--- src/rtl/sprite_rom_arbiter.sv ---
// Shares one synchronous sprite ROM between N requesters. Requester 0 (VGA pixel path) can have
// fixed priority, and a starvation counter guarantees the others make progress. Read latency is 2 cycles.
module sprite_rom_arbiter #(
  parameter int unsigned N        = 4,
  parameter int unsigned ADDR_W   = 10,
  parameter int unsigned DATA_W   = 4,
  parameter int unsigned FIXED0   = 1,
  parameter int unsigned MAX_WAIT = 7
) (
  input  logic                  vga_clk,
  input  logic                  reset_n,
  input  logic [N-1:0]          req,
  input  logic [N*ADDR_W-1:0]   addr,
  output logic [N-1:0]          gnt,
  output logic [DATA_W-1:0]     rdata,
  output logic [N-1:0]          rvalid,
  output logic [ADDR_W-1:0]     rom_address,
  input  logic [DATA_W-1:0]     rom_q
);

  localparam int unsigned IDW = (N > 1) ? $clog2(N) : 1;
  localparam int unsigned CW  = (MAX_WAIT > 0) ? $clog2(MAX_WAIT + 1) : 1;

  logic [IDW-1:0]    ptr_q, ptr_d;
  logic [CW-1:0]     cnt_q, cnt_d;
  logic              s1_v_q, s2_v_q;
  logic [IDW-1:0]    s1_id_q, s2_id_q;
  logic [ADDR_W-1:0] rom_address_q, rom_address_d;
  logic [DATA_W-1:0] rdata_q;

  logic              others_pend;
  logic              starve;
  logic              fixed_win;
  logic              rr_found;
  logic [IDW-1:0]    rr_id;
  logic [IDW-1:0]    cand;
  logic              win_v;
  logic              win_rr;
  logic [IDW-1:0]    win_id;

  assign others_pend = |req[N-1:1];
  assign starve      = (cnt_q == CW'(MAX_WAIT)) && others_pend;
  assign fixed_win   = (FIXED0 != 0) && req[0] && !starve;

  // Round-robin search from the pointer; requester 0 is masked while a starvation override is active.
  always_comb begin
    rr_found = 1'b0;
    rr_id    = '0;
    cand     = '0;
    for (int unsigned off = 0; off < N; off++) begin
      cand = IDW'((32'(ptr_q) + off) % N);
      if (!rr_found && req[cand] && !(starve && (cand == '0))) begin
        rr_found = 1'b1;
        rr_id    = cand;
      end
    end
  end

  always_comb begin
    win_v  = 1'b0;
    win_rr = 1'b0;
    win_id = '0;
    if (fixed_win) begin
      win_v = 1'b1;
    end else if (rr_found) begin
      win_v  = 1'b1;
      win_rr = 1'b1;
      win_id = rr_id;
    end
  end

  always_comb begin
    gnt = '0;
    if (win_v && reset_n) begin
      gnt[win_id] = 1'b1;
    end
  end

  always_comb begin
    ptr_d = ptr_q;
    if (win_v && win_rr) begin
      ptr_d = (win_id == IDW'(N - 1)) ? '0 : win_id + IDW'(1);
    end
  end

  always_comb begin
    cnt_d = cnt_q;
    if ((win_v && (win_id != '0)) || !others_pend) begin
      cnt_d = '0;
    end else if (fixed_win && (cnt_q != CW'(MAX_WAIT))) begin
      cnt_d = cnt_q + CW'(1);
    end
  end

  always_comb begin
    rom_address_d = rom_address_q;
    if (win_v) begin
      for (int unsigned i = 0; i < N; i++) begin
        if (win_id == IDW'(i)) begin
          rom_address_d = addr[i*ADDR_W +: ADDR_W];
        end
      end
    end
  end

  always_ff @(posedge vga_clk or negedge reset_n) begin
    if (!reset_n) begin
      ptr_q         <= '0;
      cnt_q         <= '0;
      s1_v_q        <= 1'b0;
      s1_id_q       <= '0;
      s2_v_q        <= 1'b0;
      s2_id_q       <= '0;
      rom_address_q <= '0;
      rdata_q       <= '0;
    end else begin
      ptr_q         <= ptr_d;
      cnt_q         <= cnt_d;
      s1_v_q        <= win_v;
      s1_id_q       <= win_id;
      s2_v_q        <= s1_v_q;
      s2_id_q       <= s1_id_q;
      rom_address_q <= rom_address_d;
      if (s2_v_q) begin
        rdata_q <= rom_q;
      end
    end
  end

  // rom_q is the ROM's own output register; it is presented during the valid cycle and held afterwards.
  always_comb begin
    rvalid = '0;
    rdata  = rdata_q;
    if (s2_v_q) begin
      rvalid[s2_id_q] = 1'b1;
      rdata           = rom_q;
    end
  end

  assign rom_address = rom_address_q;

endmodule

--- config.mk ---
export PLATFORM = sky130hd
export DESIGN_NAME = sprite_rom_arbiter
export DESIGN_NICKNAME = d
export VERILOG_FILES = /design/src/rtl/sprite_rom_arbiter.sv
export SDC_FILE = /design/constraint.sdc
export NUM_CORES = 1
export LEC_CHECK = 0
export ABC_AREA = 1
export CAP_MARGIN = 40
export CELL_PAD_IN_SITES_DETAIL_PLACEMENT = 0
export CELL_PAD_IN_SITES_GLOBAL_PLACEMENT = 1
export CORE_UTILIZATION = 30
export CTS_CLUSTER_SIZE = 16
export DETAILED_ROUTE_END_ITERATION = 10
export GPL_ROUTABILITY_DRIVEN = 0
export GPL_TIMING_DRIVEN = 0
export PLACE_DENSITY = 0.76
export SYNTH_ARGS = -nofsm -noshare
export SYNTH_HDL_FRONTEND = slang
export SYNTH_SLANG_ARGS = --single-unit
--- constraint.sdc ---
create_clock -name vga_clk -period 2.95 [get_ports vga_clk]
set_input_delay 0.4425 -clock vga_clk [delete_from_list [all_inputs] [get_ports vga_clk]]
set_output_delay 0.4425 -clock vga_clk [all_outputs]
set_load 0.1 [all_outputs]
==> results.yml, run 1 <==
outcome:
  outcome: "finished with violations"
  failed_checks: "setup timing"
sta:
  setup_ws_ps: -55.7
  fin_crit_sh: 1.02
  period_minus_slack_ps: 3010
  max_slew_margin: 0.539
  hold_viol: 0
  finalSetupTns_ps: -107
  slew_violations: 0
  tightest_slew_ps: 690
  max_freq_mhz: 333
  fin_skew_ps: 6.91
  finalSetupViolCount: 3
  rsz0062_at_grt: "yes"
critical_path:
  cp_max_fo: 6
  crit_arrival_ps: 2560
  path_buf_inv: 6
  worstPathCellList: "buf_6 -> clkinv_8 -> ha_4 -> inv_4 -> nand3_2 -> nand2_2 -> nor2_4 -> nand4_1 -> nand2_1 -> nor2_4 -> nor2_4 -> ha_4 -> inv_4 -> buf_8 -> nor2_4 -> buf_12"
  ff2ff_setup_slack_ps: 230
  cpMostUsedCell: "nor2_4"
  critPathCaptureType: "output port"
  start_kind: "flip-flop"
  crit_family: "simple AND/OR/NAND/NOR gates"
  max_stage_delay_ps: 370
  cpMaxStageDelayCell: "dfrtp_1"
  worstSetupPathType: "flip-flop to output port"
  worstPathRequired_ps: 2510
clock_network:
  hold_buffers: 0
  htreeDepth: 1
  clockBufferDepth: 2
  clock_sinks: 25
  cts_tree: "done"
  insertion_delay_ps: 260
  cts.clk_slew.worst_paths_ps: 80
  numCtsBuffers: 3
  cts_root_buf: "clkbuf_8"
floorplan:
  fp.dieW_um: 80.3
  die_h_um: 80.3
  ios: 72
  die_area_sq_um: 6440
  num_rows: 28
  coreArea_sq_um: 5920
  initial_core_util: 0.310
cells_and_area:
  drive_gt1_frac: 0.351
  final_cells: 442
  fillCellCount: 521
  nets: 428
  final_common_cell: "nand2_1"
  num_antenna_cells: 0
  layout_common_cells: "nand2_1, clkdlybuf4s50_1, buf_4"
  area_delta_synth_final_pct: 92.2
detailed_routing:
  wl_met3_um: 133
  drt-total-wl_um: 5510
  wl_met2_um: 2790
  wl_per_cell_um: 12.5
  via_count: 1995
  dr.pass1.iters: 4
  wl_met1_um: 2520
  maxUsedRoutingLayer: "met4"
  ant_nets: 0
  vias_per_cell: 4.51
  drc: 0
  drt_iter0_drc: 116
yosys:
  synth_top_cell_by_area: "dfrtp_1"
  syn_inst: 250
  synthesis.area_sq_um: 1840
  synth.avg_cell_area_sq_um: 7.35
  ys.flop_type: "dfrtp_1"
  yosys_warnings: 0
  synth_area_leaders: "dfrtp_1, nand2_1, nand3_1"
  synthArstFlopShare: 1.00
  seq_area_frac_synth: 0.340
  ys_ff_latch: 25
  synth_top_area_share: 0.340
  ys_types: 22
  synth_edf_count: 0
  synth_fp_nets: 310
grt:
  track_usage: 0.168
  antenna_found_initial: 0
  grt_pass1_vias: 1798
  grt_start_max_net_pins: 15
  overflow: 0
  grt_pass1_wl_um: 8490
worst_hold_path:
  hold_path.class: "flip-flop to flip-flop"
placed_design:
  portBuffers: 71
  dp_cells: 419
  place_hpwl_um: 4210
job:
  cap_violations: 0
[cell usage after synthesis (2+ instances only)]
library cell,instances
buf_6,2
clkbuf_1,5
dfrtp_1,25
ha_1,10
inv_1,19
mux2i_1,2
nand2_1,90
nand2_2,14
nand2_4,4
nand3_1,27
nand4_1,2
nor2_1,14
nor2_2,3
nor2_4,2
nor3_1,4
o211ai_2,9
o21ai_0,13
[cells by family (layout without fill, tap and decap cells)]
family	after synthesis	in the layout	share of synthesized area
simple gates	160	160	0.398
buf+inv	29	146	0.0769
fa+ha+maj	10	10	0.0681
flops	25	25	0.340
mux	2	2	0.0109
xor+xnor	1	1	0.00477
compound gates	23	23	0.101
[metal layers]
metal | vias to the layer above | GRT usage
met5 | - | 0
li1 | 1040 | -
met4 | 0 | 0.0357
met2 | 44 | 0.281
met1 | 905 | 0.234
met3 | 6 | 0.0125
[final cells by class]
| class | instances | area (sq um) | area share |
|---|---|---|---|
| Buffer | 7 | 71.3 | 0.0202 |
| Clock buffer | 3 | 41.3 | 0.0117 |
| Clock inverter | 1 | 5.00 | 0.00142 |
| Inverter | 20 | 98.8 | 0.0280 |
| Multi-Input combinational cell | 196 | 1280 | 0.362 |
| Sequential cell | 25 | 627 | 0.177 |
| Tap cell | 75 | 93.8 | 0.0266 |
| Timing Repair Buffer | 115 | 1320 | 0.373 |
[stage by stage]
stage,worst slack [ps],hold slack [ps],cell area [sq um],util
after floorplan,-70.4,147,1890,-
after global placement,-1270,336,2690,0.454
after detailed placement,-855,335,3140,0.530
after CTS,7.09,354,3360,0.567
after global routing,-174,363,3530,0.597
final,-55.7,352,3530,0.597
[sequential cells by signal (all words and copies together) (netlist names)]
name	flops
rom_address	10
rdata_q	4
cnt_q	3
ptr_q	2
s1_id_q	2
s2_id_q	2
s1_v_q	1
s2_v_q	1
[what timing repair did]
| action | 4_1_cts | 5_1_grt |
|---|---|---|
| hold endpoints to repair | 0 | 0 |
| buffers inserted | 11 | 14 |
| setup endpoints to repair | 14 | 14 |
| resized for setup | 40 | 33 |
| pin swaps | 10 | 12 |
[worst paths after layout]
check                                  to  cells past startpoint        from
min in group asynchronous      rdata_q[1]                      1     reset_n
min                            s2_id_q[0]                      0  s1_id_q[0]
min reg2reg                    s2_id_q[0]                      0  s1_id_q[0]
max reg2reg                rom_address[0]                     19    ptr_q[0]
max in group asynchronous        ptr_q[1]                      2     reset_n
max                                gnt[2]                     16    ptr_q[0]
Power of run 1 is left out: the tool's default activity adds up to more than one toggle a clock period on the data nets, which glitch-free logic cannot reach.
==> run 2, diff against run 1 <==
--- a/config.mk
+++ b/config.mk
@@ -6,6 +6,7 @@
 export NUM_CORES = 1
 export LEC_CHECK = 0
 export ABC_AREA = 1
+export ABC_CLOCK_PERIOD_IN_PS = 2950
 export CAP_MARGIN = 40
 export CELL_PAD_IN_SITES_DETAIL_PLACEMENT = 0
 export CELL_PAD_IN_SITES_GLOBAL_PLACEMENT = 1
@@ -15,6 +16,7 @@
 export GPL_ROUTABILITY_DRIVEN = 0
 export GPL_TIMING_DRIVEN = 0
 export PLACE_DENSITY = 0.76
+export SETUP_SLACK_MARGIN = 0.4
 export SYNTH_ARGS = -nofsm -noshare
 export SYNTH_HDL_FRONTEND = slang
 export SYNTH_SLANG_ARGS = --single-unit
==> results.yml, run 2 (synthesis gave the netlist of run 1 again) <==
outcome:
  outcome: "finished with violations"
  failed_checks: "setup timing"
cells_and_area:
  area_delta_synth_final_pct: 108
  largest_register_ff_count: 10
  num_antenna_cells: 0
  nets: 437
  drive_gt1_frac: 0.468
  final_common_cell: "nand2_1"
  layout_common_cells: "nand2_1, clkdlybuf4s50_1, nand2_2"
  fillCellCount: 478
detailed_routing:
  vias_per_cell: 4.60
  drt-total-wl_um: 5750
  ant_nets: 0
  drc: 0
  dr.pass1.iters: 4
  via_count: 2073
  wl_per_cell_um: 12.8
  drt_iter0_drc: 114
critical_path:
  worstRegToRegCells: 23
  cpMostUsedCell: "nor2_4"
  crit_arrival_ps: 2510
  cpMaxStageDelayCell: "dfrtp_1"
  rr_endpoint: "rom_address[9]"
  cp_max_fo: 6
  reg2reg_from: "ptr_q[0]"
  worstPathCellList: "buf_6 -> inv_8 -> ha_4 -> inv_4 -> nand3_2 -> nand2_2 -> nor2_4 -> nand4_1 -> nand2_1 -> nor2_2 -> nor2_4 -> ha_4 -> inv_2 -> buf_6 -> nor2_4 -> clkbuf_16"
  worstSetupPathType: "flip-flop to output port"
  worstPathRequired_ps: 2510
  start_kind: "flip-flop"
  max_stage_delay_ps: 380
  critPathCaptureType: "output port"
  ff2ff_setup_slack_ps: 260
clock_network:
  clockBufferDepth: 2
  cts_tree: "done"
  hold_buffers: 0
  cts_root_buf: "clkbuf_8"
  clock_sinks: 25
  insertion_delay_ps: 260
  htreeDepth: 1
  cts.clk_slew.worst_paths_ps: 80
  numCtsBuffers: 3
placed_design:
  place_hpwl_um: 4250
  preCtsSetupSlack_ps: -816
  portBuffers: 71
grt:
  grt_pass1_wl_um: 9060
  overflow: 0
  antenna_found_initial: 0
  grt_start_max_net_pins: 16
  grt_pass1_vias: 1956
  track_usage: 0.180
floorplan:
  num_rows: 28
  die_h_um: 80.3
  coreArea_sq_um: 5920
  ios: 72
  die_area_sq_um: 6440
  initial_core_util: 0.310
  fp.dieW_um: 80.3
sta:
  finalSetupViolCount: 2
  tightest_slew_ps: 586
  max_slew_margin: 0.608
  fin_crit_sh: 1.00
  slew_violations: 0
  hold_viol: 0
  setup_ws_ps: -4.54
  period_minus_slack_ps: 2950
  max_freq_mhz: 338
  fin_skew_ps: 0.779
  rsz0062_at_grt: "yes"
worst_hold_path:
  hold_depth: 0
  hold_path.class: "flip-flop to flip-flop"
  hp-start: "s1_id_q[0]"
  holdPathEnd: "s2_id_q[0]"
job:
  cap_violations: 0
## run 2: cell count changes in the layout (fill, tap and decap cells not counted), sizes merged
cell and change:
clkdlybuf4s50 -1, inv +2, dlygate4sd2 +1, clkinvlp -1
clkinv -1, buf +9
## run 2: per-layer routing
metal,share of wire,track usage,vias to the layer above
met5,0,0,-
met4,0.015,0.0393,0
met3,0.033,0.0182,6
li1,-,-,1057
met2,0.51,0.322,53
met1,0.44,0.231,957
## run 2: critical path, delay by kind of cell (launching register included)
| family | cells | cell delay, ps |
|---|---|---|
| AND/OR/NAND/NOR | 8 | 830 |
| buffers and inverters | 6 | 600 |
| adder cells (fa/ha/maj) | 2 | 450 |
| flip-flops | 1 | 380 |
## run 2: stage by stage
stage	cells	hold slack (ps)	TNS, ps	area, sq um	utilization
finish	451	352	-8.87	3820	0.645
global placement	396	334	-7420	2760	0.465
floorplan	250	147	-234	1950	-
global route	451	360	-434	3820	0.645
CTS	445	354	-120	3610	0.610
detailed placement	419	335	-5310	3190	0.538
## run 2: worst max-delay path by stage
stage               slack (ps)  depth (start not counted)         to  startpoint
global route              -120                         16     gnt[3]    ptr_q[0]
floorplan                  -70                          2  rvalid[3]      s2_v_q
detailed placement        -820                         16     gnt[3]      req[1]
global placement         -1180                         16     gnt[3]      req[0]
finish                      -5                         16     gnt[3]    ptr_q[0]
CTS                        -70                         16     gnt[3]    ptr_q[0]
## run 2: cell type report
type / instances / area [sq um] / area share
inverter: 20 / 95.1 / 0.0249
timing repair buffer: 122 / 1390 / 0.364
buffer: 9 / 113 / 0.0295
clock buffer: 3 / 41.3 / 0.0108
multi-input combinational: 196 / 1450 / 0.381
sequential: 25 / 627 / 0.164
tap: 75 / 93.8 / 0.0246
clock inverter: 1 / 5.00 / 0.00131
## run 2: timing repair
| action | in CTS | in global routing |
|---|---|---|
| setup buffers | 24 | 6 |
| pin swaps | 42 | 32 |
| setup endpoints to repair | 17 | 17 |
| resized for setup | 72 | 50 |
| gates cloned | 2 | 0 |
Power of run 2 is left out for the same reason.
